==> config.mk <==
export PLATFORM = sky130hd
export DESIGN_NAME = fetch_stall_flush_ctrl
export DESIGN_NICKNAME = d
export VERILOG_FILES = /design/src/rtl/fetch_stall_flush_ctrl_pkg.sv /design/src/rtl/fetch_stall_flush_ctrl_sat_counter.sv /design/src/rtl/fetch_stall_flush_ctrl.sv
export SDC_FILE = /design/constraint.sdc
export NUM_CORES = 1
export LEC_CHECK = 0
export CORE_UTILIZATION = 41
export DETAILED_ROUTE_END_ITERATION = 12
export PLACE_DENSITY = 0.76
export SYNTH_ARGS = -nofsm -noshare
export SYNTH_HDL_FRONTEND = slang
export SYNTH_SLANG_ARGS = --single-unit
==> constraint.sdc <==
create_clock -name clk_i -period 4.44 [get_ports clk_i]
set_input_delay 0.666 -clock clk_i [delete_from_list [all_inputs] [get_ports clk_i]]
set_output_delay 0.666 -clock clk_i [all_outputs]
set_load 0.1 [all_outputs]
==> src/rtl/fetch_stall_flush_ctrl_pkg.sv <==
// Shared constants for the fetch stall/flush controller.
// Holds the canonical NOP encoding, the sequential PC increment and default widths.
package fetch_stall_flush_ctrl_pkg;

  localparam int unsigned XLEN_DEF   = 32;
  localparam int unsigned CTRL_W_DEF = 8;
  localparam int unsigned CNT_W_DEF  = 16;

  // addi x0, x0, 0
  localparam logic [31:0] NOP_INSTR    = 32'h0000_0013;
  localparam logic [31:0] RESET_PC_DEF = 32'h0000_0000;
  localparam int unsigned PC_STEP      = 4;

endpackage

==> src/rtl/fetch_stall_flush_ctrl_sat_counter.sv <==
// Saturating event counter: counts enabled cycles, sticks at all-ones.
// Ports: clk, rst (async, active-high), en (count this cycle), count (current value).
module sat_counter
  import fetch_stall_flush_ctrl_pkg::*;
#(
  parameter int unsigned W = CNT_W_DEF
) (
  input  logic         clk,
  input  logic         rst,
  input  logic         en,
  output logic [W-1:0] count
);

  always_ff @(posedge clk or posedge rst) begin
    if (rst) begin
      count <= '0;
    end else if (en && (count != '1)) begin
      count <= count + W'(1);
    end
  end

endmodule

==> src/rtl/fetch_stall_flush_ctrl.sv <==
// Front-end hazard consumer: applies Stall/PCWrite/NoOp and the ID-stage branch
// flush to the PC, IF/ID and ID/EX control registers, and counts stall/flush events.
// Ports: clk_i, rst_i (async, active-high), start_i (run enable), stall_i, pcwrite_i,
//        noop_i, flush_i, branch_target_i, instr_i, ctrl_i;
//        outputs pc_o, ifid_pc_o, ifid_instr_o, ifid_valid_o, idex_ctrl_o,
//        idex_valid_o, stall_cnt_o, flush_cnt_o (all registered).
module fetch_stall_flush_ctrl
  import fetch_stall_flush_ctrl_pkg::*;
#(
  parameter int unsigned       XLEN     = XLEN_DEF,
  parameter logic [XLEN-1:0]   RESET_PC = XLEN'(RESET_PC_DEF),
  parameter int unsigned       CTRL_W   = CTRL_W_DEF,
  parameter int unsigned       CNT_W    = CNT_W_DEF
) (
  input  logic              clk_i,
  input  logic              rst_i,
  input  logic              start_i,
  input  logic              stall_i,
  input  logic              pcwrite_i,
  input  logic              noop_i,
  input  logic              flush_i,
  input  logic [XLEN-1:0]   branch_target_i,
  input  logic [XLEN-1:0]   instr_i,
  input  logic [CTRL_W-1:0] ctrl_i,
  output logic [XLEN-1:0]   pc_o,
  output logic [XLEN-1:0]   ifid_pc_o,
  output logic [XLEN-1:0]   ifid_instr_o,
  output logic              ifid_valid_o,
  output logic [CTRL_W-1:0] idex_ctrl_o,
  output logic              idex_valid_o,
  output logic [CNT_W-1:0]  stall_cnt_o,
  output logic [CNT_W-1:0]  flush_cnt_o
);

  logic            hold_c;
  logic            flush_eff_c;
  logic [XLEN-1:0] target_c;

  // A flush raised while stalled depends on the stalled load; it is dropped and
  // the hazard unit re-raises it once the stall clears.
  assign hold_c      = stall_i | ~pcwrite_i;
  assign flush_eff_c = flush_i & ~stall_i;
  assign target_c    = branch_target_i & ~XLEN'(3);

  // PC register
  always_ff @(posedge clk_i or posedge rst_i) begin
    if (rst_i) begin
      pc_o <= RESET_PC;
    end else if (start_i && !hold_c) begin
      if (flush_eff_c) pc_o <= target_c;
      else             pc_o <= pc_o + XLEN'(PC_STEP);
    end
  end

  // IF/ID register; a squashed slot keeps the fetch PC for debug visibility
  always_ff @(posedge clk_i or posedge rst_i) begin
    if (rst_i) begin
      ifid_pc_o    <= '0;
      ifid_instr_o <= XLEN'(NOP_INSTR);
      ifid_valid_o <= 1'b0;
    end else if (start_i && !stall_i) begin
      ifid_pc_o <= pc_o;
      if (flush_eff_c) begin
        ifid_instr_o <= XLEN'(NOP_INSTR);
        ifid_valid_o <= 1'b0;
      end else begin
        ifid_instr_o <= instr_i;
        ifid_valid_o <= 1'b1;
      end
    end
  end

  // ID/EX control register; NoOp wins over stall to inject the bubble
  always_ff @(posedge clk_i or posedge rst_i) begin
    if (rst_i) begin
      idex_ctrl_o  <= '0;
      idex_valid_o <= 1'b0;
    end else if (start_i) begin
      if (noop_i) begin
        idex_ctrl_o  <= '0;
        idex_valid_o <= 1'b0;
      end else begin
        idex_ctrl_o  <= ctrl_i;
        idex_valid_o <= ifid_valid_o;
      end
    end
  end

  sat_counter #(.W(CNT_W)) u_stall_cnt (
    .clk   (clk_i),
    .rst   (rst_i),
    .en    (start_i & stall_i),
    .count (stall_cnt_o)
  );

  sat_counter #(.W(CNT_W)) u_flush_cnt (
    .clk   (clk_i),
    .rst   (rst_i),
    .en    (start_i & flush_eff_c),
    .count (flush_cnt_o)
  );

endmodule

**Yosys cells after proc, flatten, opt, wreduce, memory -nomap -nowiden**

Index checks and enable logic that the tools add are counted.

- Flip-flop bits (word level): 138
- Input port bits: 79
- Logic and storage cells: 30
- Output and inout bits: 138

- Bitwise logic cells: 6
- Add/sub/neg operators: 3
- Eq/ne operators: 2
- Reduce and logical (&&, ||, !) cells: 6
- Muxes and demuxes: 5

Operators by type and width:

| operator | number |
|---|---|
| 32-bit two-way mux | 2 |
| 16-bit by 1-bit adder with 16-bit output (second input constant) | 2 |
| 32-bit by 3-bit adder with 32-bit output (second input constant) | 1 |
| 16-bit inequality test (second input constant) | 2 |
| 8-bit two-way mux | 1 |
| 1-bit logical AND | 4 |
| 1-bit bitwise AND | 3 |
| 1-bit logical NOT | 2 |
| 1-bit two-way mux | 2 |
| 1-bit NOT | 2 |
| 1-bit bitwise OR | 1 |

**Longest topological paths before layout**

Gate-level depths: netlist of the first run.

- Word-level depth: 4
- Depth in mapped cells: 7
- Gate-level depth less buffers: 6

**Hierarchy**

A second synthesis of the first run with hierarchy kept.

- Cells, all modules: 705
- Area total of the unflattened synthesis: 6,528.8 um^2

By module, submodules not included:

| module | instances | area an instance (um^2) | seq. area each (um^2) | cells each |
|---|---|---|---|---|
| fetch_stall_flush_ctrl | 1 | 4,917.2 | 2,556.2 | 563 |
| sat_counter | 2 | 805.8 | 400.4 | 71 |

**Least setup slack after synthesis of the first run**

Ideal clock, no wire load.

- Path type: register to register
- Start point: register pc_o[2]
- End point: register pc_o[24]
- Path slack: 1,952 ps
- Cell stages (with the launch flop): 7
- Setup time: 72 ps
- Data arrival time: 2,416 ps
- Required time: 4,368 ps
- Path through: dfrtp_1 > ha_1 > nand3_1 > nor4_4 > nand4_1 > or3_1 > nand3_1

- Word-level cells in the longest chain between the ends: 2

Ends and longest elaborated chain:

| item | line | source |
|---|---|---|
| start, declared | fetch_stall_flush_ctrl.sv:25 | `output logic [XLEN-1:0] pc_o,` |
| start signal, assigned | fetch_stall_flush_ctrl.sv:50 | `if (flush_eff_c) pc_o <= target_c;` |
| start signal, assigned | fetch_stall_flush_ctrl.sv:51 | `else pc_o <= pc_o + XLEN'(PC_STEP);` |
| 32-bit by 3-bit adder with 32-bit output | fetch_stall_flush_ctrl.sv:51 |  |
| 32-bit two-way mux | fetch_stall_flush_ctrl.sv:50 |  |

Every way passes these cells.
A chain may end at the register's enable or synchronous reset.

**Worst setup path after layout of the first run**

- Start point: register pc_o[9]
- End point: output pc_o[9]

No word-level cell between the ends.

==> results of run 1 <==
flip-flops by register name, summed over array words and instances (netlist names):
| register | cells |
|---|---|
| u_flush_cnt.count | 16 |
| idex_ctrl_o | 8 |
| u_stall_cnt.count | 16 |
| pc_o | 30 |
| ifid_valid_o | 1 |
| ifid_instr_o | 32 |
| idex_valid_o | 1 |
| ifid_pc_o | 30 |
Yosys cell counts (8+ instances only):
cell type,number,area (µm²)
clkbuf_1,27,101.4
nor3_1,8,40.04
nand2_1,169,634.4
a21oi_1,29,145.1
xor2_1,8,70.07
dfrtp_1,131,3278
nor2_1,30,112.6
nand2b_1,31,193.9
o21ai_0,69,345.3
nand4_1,22,137.6
and3_1,10,62.56
xnor2_1,18,157.7
inv_1,14,52.55
nand3_1,26,130.1
metal layers:
layer	part of all wire	vias up	global-route usage	routed length (µm)
met5	0	-	0	0
met2	0.47	201	0.3643	8137
met1	0.46	2743	0.3002	7985
li1	-	2769	-	-
met3	0.063	16	0.06585	1096
met4	0.011	0	0.05953	187
per-stage QoR:
step | instance area, µm² | cells | util
after floorplan | 6326 | 691 | -
after global placement | 8548 | 1053 | 0.5794
after detailed placement | 8548 | 1053 | 0.5794
after CTS | 9095 | 1084 | 0.6164
after global routing | 9095 | 1084 | 0.6164
final | 9095 | 1084 | 0.6164
final timing paths:
| kind | to | slack [ns] | from | cells past startpoint |
|---|---|---|---|---|
| max | pc_o[9] | 1.64 | pc_o[9]$_DFFE_PP0N_ | 1 |
| min | ifid_instr_o[1]$_DFFE_PP1P_ | 0.46 | ifid_instr_o[1]$_DFFE_PP1P_ | 2 |
| max reg2reg | pc_o[29]$_DFFE_PP0N_ | 2.26 | pc_o[4]$_DFFE_PP0N_ | 5 |
| min reg2reg | ifid_instr_o[1]$_DFFE_PP1P_ | 0.46 | ifid_instr_o[1]$_DFFE_PP1P_ | 2 |
| max in group asynchronous | ifid_instr_o[3]$_DFFE_PP0P_ | 2.79 | rst_i | 3 |
| min in group asynchronous | u_stall_cnt.count[15]$_DFFE_PP0P_ | 0.82 | rst_i | 2 |
logic make-up (layout without fill, tap and decap cells):
logic type                 Yosys count  in the layout  synth area share
and+or+nand+nor                    327            327            0.2512
AOI/OAI and AO/OA                  138            138            0.1282
DFF                                134            134            0.5316
buffers and inverters               55            264           0.03963
xor gates and xnor gates            26             26           0.03606
muxes                                4              4          0.006737
adders and majority gates            3              3          0.005945
other                                1              4         0.0005938
cell type report:
type                    count  area [µm²]
fillers                  1290        5659
flip-flops and latches    134        3357
multi-input cells         502        2734
repair buffers            219        2170
clock buffers              20       436.7
well taps                 184       230.2
clock inverters            11       110.1
inverters                  14       57.56
power groups by stage:
stage | sequential (mW) | clock, mW | combinational (mW)
floorplan | 2.98 | 0 | 0.346
global placement | 1.64 | 0 | 2.25
detailed placement | 1.65 | 0 | 2.26
CTS | 1.64 | 1.35 | 2.27
global route | 1.67 | 1.40 | 2.34
finish | 1.64 | 1.33 | 2.26
==> metrics.md, run 1 <==
| Metric | Value |
|---|---|
| CTS tree | `yes` |
| Post-synth ARST share | `1.000` |
| Clock transition at path regs | `0.05 ns` |
| Peak supply drop | `0.2981 mV` |
| CTS sink count | `134` |
| Initial antenna violation count | `0` |
| Final #Nets | `970` |
| Antenna Nets Post-Route | `0` |
| Postcts setup bufs | `0` |
| Final wirelength | `17.41 mm` |
| Syn Inst Count | `688` |
| Grt ovf | `0` |
| Chip height | `126.1 µm` |
| Worst Path Required | `3.77 ns` |
| TritonCTS buffer count | `17` |
| Max_cap viols | `0` |
| Drc violations | `0` |
| Final Cycle Share | `0.6314` |
| Root Driver | `clkbuf_16` |
| Period minus WS final | `2.804 ns` |
| Crit-path slowest cell | `clkdlybuf4s50_1` |
| Hold buffers post-CTS | `0` |
| Post_cts resized | `0` |
| Core footprint | `14,750 µm²` |
| Ant diodes | `0` |
| H-tree lvl count | `4` |
| Clock network power share | `0.254` |
| Port Buf Inserts | `210` |
| Final hold vios | `0` |
| P_sw | `2.475 mW` |
| Family with the most delay on the worst path | `buffers and inverters` |
| Fin Hold WS | `0.4590 ns` |
| Max clock buf depth | `2` |
| Wire length per cell | `16.06 µm` |
| Fraction of layout cells with a size suffix above 1 | `0.06667` |
| Max Freq | `356.7 MHz` |
| Top Ports | `217` |
| Dpl hpwl | `12.02 mm` |
| Worst-path fanout max | `8` |
| Post-Place Setup Slack | `1.265 ns` |
| DR iter-0 viols | `340` |
| Row count | `44` |
| Pwr dens | `574.2 nW/µm²` |
| GRT Util Overall | `0.2268` |
| First-pass GRT wire length | `28.41 mm` |
| Crit-path cells | `clkdlybuf4s50_1` |
| Setup TNS | `0 ns` |
| CP startpoint kind | `flop` |
| Area Overhead vs Synth | `44.03%` |
| Skew final | `0.007444 ns` |
| Critical path class | `reg2out` |
| Buffers plus inverters on the worst setup path | `1` |
| Leakage | `3.885 nW` |
| Worst-Margin Slew | `1.039 ns` |
| Seq/Total Area, Yosys | `0.5316` |
| Status | `completed` |
| Post-Syn Area | `6315 µm²` |
| Maximum number of pins on one net before global-route repair | `100` |
| Pint | `2.747 mW` |
| Initial Utilization | `0.4280` |
| Commonest cells after routing, fill and taps aside | `clkdlybuf4s50_1 (210), nand2_1 (169), dfrtp_1 (131), o21ai_0 (69)` |
| Placer congestion estimate | `0.8019` |
| Slew margin rel. | `0.3052` |
| Yosys warns | `0` |
| Most common cell after layout, fill and taps aside | `clkdlybuf4s50_1` |
| Combinational Power Share | `0.433` |
| Chip width | `126.1 µm` |
| Hold Crit Class | `reg2reg` |
| Worst setup EP type | `primary output` |
| Vias in the first global route | `5,529` |
| Power share of the sequential group | `0.313` |
| Sw Ratio | `0.4739` |
| 1st-pass router iterations | `4` |
| #FFs+latches synth | `134` |
| Number of flops mapped to enable cells by yosys | `0` |
| Critical Path Max Stage Delay | `1.21 ns` |
| DR vias/cell | `5.285` |
| DR vias | `5,729` |
| Clock Latency Late Sink | `0.42 ns` |
| RSZ-0062 raised after global routing | `no` |
| Die area | `15,900 µm²` |
| Final setup viols | `0` |
| Synthesized area per cell | `9.178 µm²` |
| Top FF cell, synth | `dfrtp_1` |
| Fin. max-slew vios | `0` |
| Worst path arrival time | `2.14 ns` |
| Count of cell types in the netlist | `65` |
| Overall power | `5.222 mW` |
| Post-route setup slack | `1.636 ns` |
No activity file was read; power rests on OpenSTA's default activity.
==> inputs of run 2 (changes only) <==
==> constraint.sdc (replaced) <==
create_clock -name clk_i -period 2.5 [get_ports clk_i]
set_input_delay 0.375 -clock clk_i [delete_from_list [all_inputs] [get_ports clk_i]]
set_output_delay 0.375 -clock clk_i [all_outputs]
set_load 0.1 [all_outputs]
==> run 2 against run 1 <==
Clock power grew 91%. First-iteration DRC count is 11% lower. Sequential share of layout area up 0.72 points. Critical path type is now in2reg. Critical endpoint is now pc_o[29]$_DFFE_PP0N_.
==> metrics.md, run 2 (same netlist as run 1, synthesis figures left out) <==
| Metric | Value |
|---|---|
| Fillcell total | `1,303 (was 1,290)` |
| Most common cell after layout, fill and taps aside | `nand2_1 (was clkdlybuf4s50_1)` |
| Core footprint | `14,750 µm² (unchanged)` |
| Port Buf Inserts | `210 (unchanged)` |
| Skew final | `0.007800 ns (was 0.007444 ns)` |
| DR iter-0 viols | `303 (was 340)` |
| Commonest cells after routing, fill and taps aside | `nand2_1 (169), buf_4 (147), dfrtp_1 (131), clkdlybuf4s50_1 (76), o21ai_0 (69) (was clkdlybuf4s50_1 (210), nand2_1 (169), dfrtp_1 (131), o21ai_0 (69))` |
| Final Cycle Share | `0.8556` |
| Grt ovf | `0 (unchanged)` |
| Drc violations | `0 (unchanged)` |
| CP startpoint kind | `input pin (was flop)` |
| Setup TNS | `0 ns (unchanged)` |
| Dpl hpwl | `12.16 mm (was 12.02 mm)` |
| Fin. max-slew vios | `0 (unchanged)` |
| Most flops, register | `ifid_instr_o (unchanged)` |
| Max reg flops | `32 (unchanged)` |
| Final setup viols | `0 (unchanged)` |
| DR vias | `5,806 (was 5,729)` |
| CTS sink count | `134 (unchanged)` |
| Initial Utilization | `0.4280 (unchanged)` |
| R2r worst-path depth | `6 (was 5)` |
| Ant diodes | `0 (unchanged)` |
| Clock Latency Late Sink | `0.41 ns (was 0.42 ns)` |
| Design Area, Final | `8921 µm² (was 9095 µm²)` |
| Critical path class | `in2reg (was reg2out)` |
| Post_cts resized | `0 (unchanged)` |
| Worst path arrival time | `2.43 ns (was 2.14 ns)` |
| Hold buffers post-CTS | `0 (unchanged)` |
| Area Overhead vs Synth | `41.27% (was 44.03%)` |
| Postcts setup bufs | `0 (unchanged)` |
| Overall power | `9.342 mW (was 5.222 mW)` |
| Peak supply drop | `0.5424 mV (was 0.2981 mV)` |
| Top Ports | `217 (unchanged)` |
| Antenna Nets Post-Route | `0 (unchanged)` |
| Final wirelength | `17.21 mm (was 17.41 mm)` |
| Chip height | `126.1 µm (unchanged)` |
| GRT Util Overall | `0.2242 (was 0.2268)` |
| Die area | `15,900 µm² (unchanged)` |
| Wire length per cell | `15.76 µm (was 16.06 µm)` |
| Hold Crit Class | `in2async (was reg2reg)` |
| Chip width | `126.1 µm (unchanged)` |
| Status | `completed (unchanged)` |
| Fin Hold WS | `0.2688 ns (was 0.4590 ns)` |
| TritonCTS buffer count | `17 (unchanged)` |
| DR vias/cell | `5.317 (was 5.285)` |
| Leakage | `4.133 nW (was 3.885 nW)` |
| Initial antenna violation count | `0 (unchanged)` |
| Vias in the first global route | `5,519 (was 5,529)` |
| Final #Nets | `978 (was 970)` |
| Clock transition at path regs | `0.06 ns (was 0.05 ns)` |
| Root Driver | `clkbuf_16 (unchanged)` |
| Fraction of layout cells with a size suffix above 1 | `0.2236 (was 0.06667)` |
| Final hold vios | `0 (unchanged)` |
| Largest registers | `ifid_instr_o (32), ifid_pc_o (30), pc_o (30) (unchanged)` |
| Placer congestion estimate | `0.8106 (was 0.8019)` |
| CP startpoint | `stall_i (was pc_o[9]$_DFFE_PP0N_)` |
| Worst-path fanout max | `13 (was 8)` |
| Row count | `44 (unchanged)` |
| Max_cap viols | `0 (unchanged)` |
| First-pass GRT wire length | `28.37 mm (was 28.41 mm)` |
| Max Freq | `467.5 MHz` |
| Worst Path Required | `2.79 ns (was 3.77 ns)` |
| Slew margin rel. | `0.5984 (was 0.3052)` |
| Worst-Margin Slew | `0.6003 ns (was 1.039 ns)` |
| Worst setup EP type | `flop (was primary output)` |
| Maximum number of pins on one net before global-route repair | `96 (was 100)` |
| Max clock buf depth | `2 (unchanged)` |
| H-tree lvl count | `4 (unchanged)` |
| RSZ-0062 raised after global routing | `no (unchanged)` |
| Pwr dens | `1047 nW/µm² (was 574.2 nW/µm²)` |
| Cell area after placement | `8322 µm² (was 8548 µm²)` |
| CTS tree | `yes (unchanged)` |
| Period minus WS final | `2.139 ns` |
| 1st-pass router iterations | `5 (was 4)` |
| Worst r2r src | `pc_o[2]$_DFFE_PP0N_ (was pc_o[4]$_DFFE_PP0N_)` |
run 2: final timing paths:
path / to / slack [ns]
min: ifid_instr_o[17]$_DFFE_PP0P_ / 0.27
max in group asynchronous: u_flush_cnt.count[2]$_DFFE_PP0P_ / 1.53
min in group clk_i: ifid_instr_o[0]$_DFFE_PP1P_ / 0.46
min reg2reg: ifid_instr_o[0]$_DFFE_PP1P_ / 0.46
max reg2reg: pc_o[28]$_DFFE_PP0N_ / 0.55
max: pc_o[29]$_DFFE_PP0N_ / 0.36
run 2: critical path, cell delays in order:
cell and delay [ns]:
clkdlybuf4s50_1 0.73, nand2b_1 0.48, nor2_1 0.28, a22o_1 0.29, a221o_1 0.25
run 2: metrics by stage:
stage / cells / utilization / setup slack, ns
2_1_floorplan: 691 / - / 0.01167
3_3_place_gp: 1061 / 0.5640 / -0.01758
3_5_place_dp: 1061 / 0.5640 / -0.05821
4_1_cts: 1092 / 0.6046 / 0.3701
5_1_grt: 1092 / 0.6046 / 0.2567
6_report: 1092 / 0.6046 / 0.3609
run 2: cell type report:
type	count	area, µm²	area share
Multi-Input combinational cell	502	2734	0.3065
Tap cell	184	230.2	0.02581
Clock inverter	9	125.1	0.01403
Clock buffer	22	474.2	0.05316
Sequential cell	134	3357	0.3763
Timing Repair Buffer	227	1944	0.2180
Inverter	14	56.30	0.006311
run 2: report_power, final:
group,leakage (nW),internal [mW],switching (mW)
Clock,0.292,1.64,0.906
Combinational,2.18,0.817,3.08
Sequential,1.66,2.51,0.393
Total,4.13,4.96,4.38
run 2: layer usage:
metal | share of wire | vias to the layer above | GRT usage
li1 | - | 2784 | -
met2 | 0.47 | 210 | 0.3611
met3 | 0.069 | 21 | 0.06457
met5 | 0 | - | 0
met4 | 0.013 | 0 | 0.06520
met1 | 0.45 | 2791 | 0.2936
==> RTL change: new RTL, settings of run 2 <==
Put a register stage on the output `flush_cnt_o`, without a reset. The value now appears one clock later. The other outputs are not delayed to match. Comments in the files are not updated.
--- a/src/rtl/fetch_stall_flush_ctrl.sv
+++ b/src/rtl/fetch_stall_flush_ctrl.sv
@@ -33,2 +33,4 @@
 );
+
+  logic [CNT_W-1:0] flush_cnt_d;
 
@@ -99,4 +101,8 @@
     .en    (start_i & flush_eff_c),
-    .count (flush_cnt_o)
+    .count (flush_cnt_d)
   );
+
+  always_ff @(posedge clk_i) begin
+    flush_cnt_o <= flush_cnt_d;
+  end
 
Formal check against the unedited RTL: not equivalent (a bounded check fails within 4 cycles, from zero or initial values and one cycle with rst_i high).
==> RTL change against run 2 <==
Design area is 2.2% higher; critical path depth is 1 higher; sequential power is 15% higher; sequential cell count is 16 higher; synthesized area is 3.5% higher; total power is 11% higher; count of clock-buffer cells in the layout is 5 lower; synthesized cell count is 1.5% higher; routed wire length is 0.24% higher; worst setup slack better by 0.059 ns; via count is 1.7% lower; critical path type is now flop to flop.
==> RTL change: results (changes against run 2) <==
- Wire length per cell: 15.3 um (was 15.8 um)
- First-pass GRT wire length: 27.5 mm (was 28.4 mm)
- Pin count of the biggest net entering global routing: 135 (was 96)
- Outcome: complete, no violations (unchanged)
- Layout cells sized above 1: 0.220 (was 0.224)
- Initial antenna violation count: 0 (unchanged)
- Worst VDD drop: 944 uV (was 542 uV)
- Met1 WL: 7.68 mm (was 7.79 mm)
- GPL Wtd Cong: 0.848 (was 0.811)
- Nets: 986 (was 978)
- Initial DRC Count: 409 (was 303)
- HP Start: u_flush_cnt.count[1]$_DFFE_PP0P_
- Worst slew pin tran: 0.771 ns (was 0.600 ns)
- Vias in the first global route: 5,191 (was 5,519)
- Vias post-DR: 5,708 (was 5,806)
- Gr usage total: 0.214 (was 0.224)
- R2r setup slk: 0.42 ns (was 0.55 ns)
- Routed wl met2: 8.05 mm (was 8.02 mm)
- Metal3 WL: 1.27 mm (was 1.18 mm)
- Pleak: 4.25 nW (was 4.13 nW)
- Library cells used by synthesis: 52 (was 65)
- Clk_skew: 0.00710 ns (was 0.00780 ns)
- Worst Hold Class: flop to flop (was primary input to async pin)
- Critical Path Fanout Max: 6 (was 13)
- Clock transition at the registers of the reported paths: 0.06 ns (about the same)
- Synth top cells by count: 189 x nand2_1, 131 x dfrtp_1, 66 x o21ai_0 (was 169 x nand2_1, 131 x dfrtp_1, 69 x o21ai_0)
- Sequential-to-total area share from yosys stat: 0.563 (was 0.532)
- Post-synth ARST share: 0.893 (was 1.00)
==> RTL change: cell count changes in the layout (fill, tap and decap cells not counted), sizes merged, moves of 4 or more <==
| cell | delta |
|---|---|
| o22ai | +9 |
| a2bb2oi | +5 |
| nor2 | -5 |
| o311ai | -4 |
| dfxtp | +16 |
| nand2 | +20 |
| nand2b | -28 |
| a21oi | +12 |
| and4 | -5 |
| inv | +12 |
| clkbuf | -5 |
| a31oi | -6 |
==> RTL change: final cells by class <==
class / count / area (um2)
repair buffers: 225 / 1930
fillers: 1373 / 6260
inverters: 19 / 75.1
clock inverters: 15 / 120
clock buffers: 17 / 425
flip-flops and latches: 150 / 3680
multi-input cells: 491 / 2620
well taps: 211 / 264
==> RTL change: cell families after synthesis <==
kind of cell	after synthesis	synth area share
AO/OA/AOI/OAI	146	0.128
AND/OR/NAND/NOR	305	0.218
other	1	0.000574
XOR/XNOR	28	0.0375
adder cells (fa/ha/maj)	3	0.00574
multiplexers	5	0.00823
buffers and inverters	60	0.0392
flip-flops	150	0.563
==> RTL change: where the power goes <==
part	internal (mW)	switching, mW	total (mW)
clock	1.29	1.08	2.37
sequential	2.87	0.465	3.33
combinational	0.937	3.70	4.64
==> RTL change: per-stage QoR <==
stage	power [mW]	hold slack (ns)	instance area (um2)	instances
floorplan	6.92	0.378	6550	701
global placement	7.97	0.405	8570	1096
detailed placement	8.02	0.409	8570	1096
CTS	10.4	0.422	9110	1128
global route	10.7	0.448	9110	1128
finish	10.3	0.417	9110	1128
==> RTL change: routing by layer <==
metal	up-vias	global-route usage
li1	2790	-
met1	2703	0.286
met2	196	0.335
met3	19	0.0614
met4	0	0.0685
met5	-	0
==> RTL change: critical path, stage by stage (launching register included) <==
cell and delay (ns):
dfrtp_1 0.47, ha_1 0.22, nand3_1 0.26, nor4_2 0.49
nand4_1 0.21, a21oi_1 0.18, a2bb2oi_1 0.16
==> RTL change: how the worst max path moves through the flow <==
stage,startpoint,to,slack [ns],depth (start not counted)
4_1_cts,pc_o[2]$_DFFE_PP0N_,pc_o[28]$_DFFE_PP0N_,0.43,6
2_1_floorplan,pc_o[2]$_DFFE_PP0N_,pc_o[22]$_DFFE_PP0N_,0.01,6
6_report,pc_o[2]$_DFFE_PP0N_,pc_o[28]$_DFFE_PP0N_,0.42,6
3_5_place_dp,start_i,u_flush_cnt.count[15]$_DFFE_PP0P_,0.29,6
5_1_grt,pc_o[2]$_DFFE_PP0N_,pc_o[28]$_DFFE_PP0N_,0.21,6
3_3_place_gp,stall_i,u_flush_cnt.count[15]$_DFFE_PP0P_,0.31,6
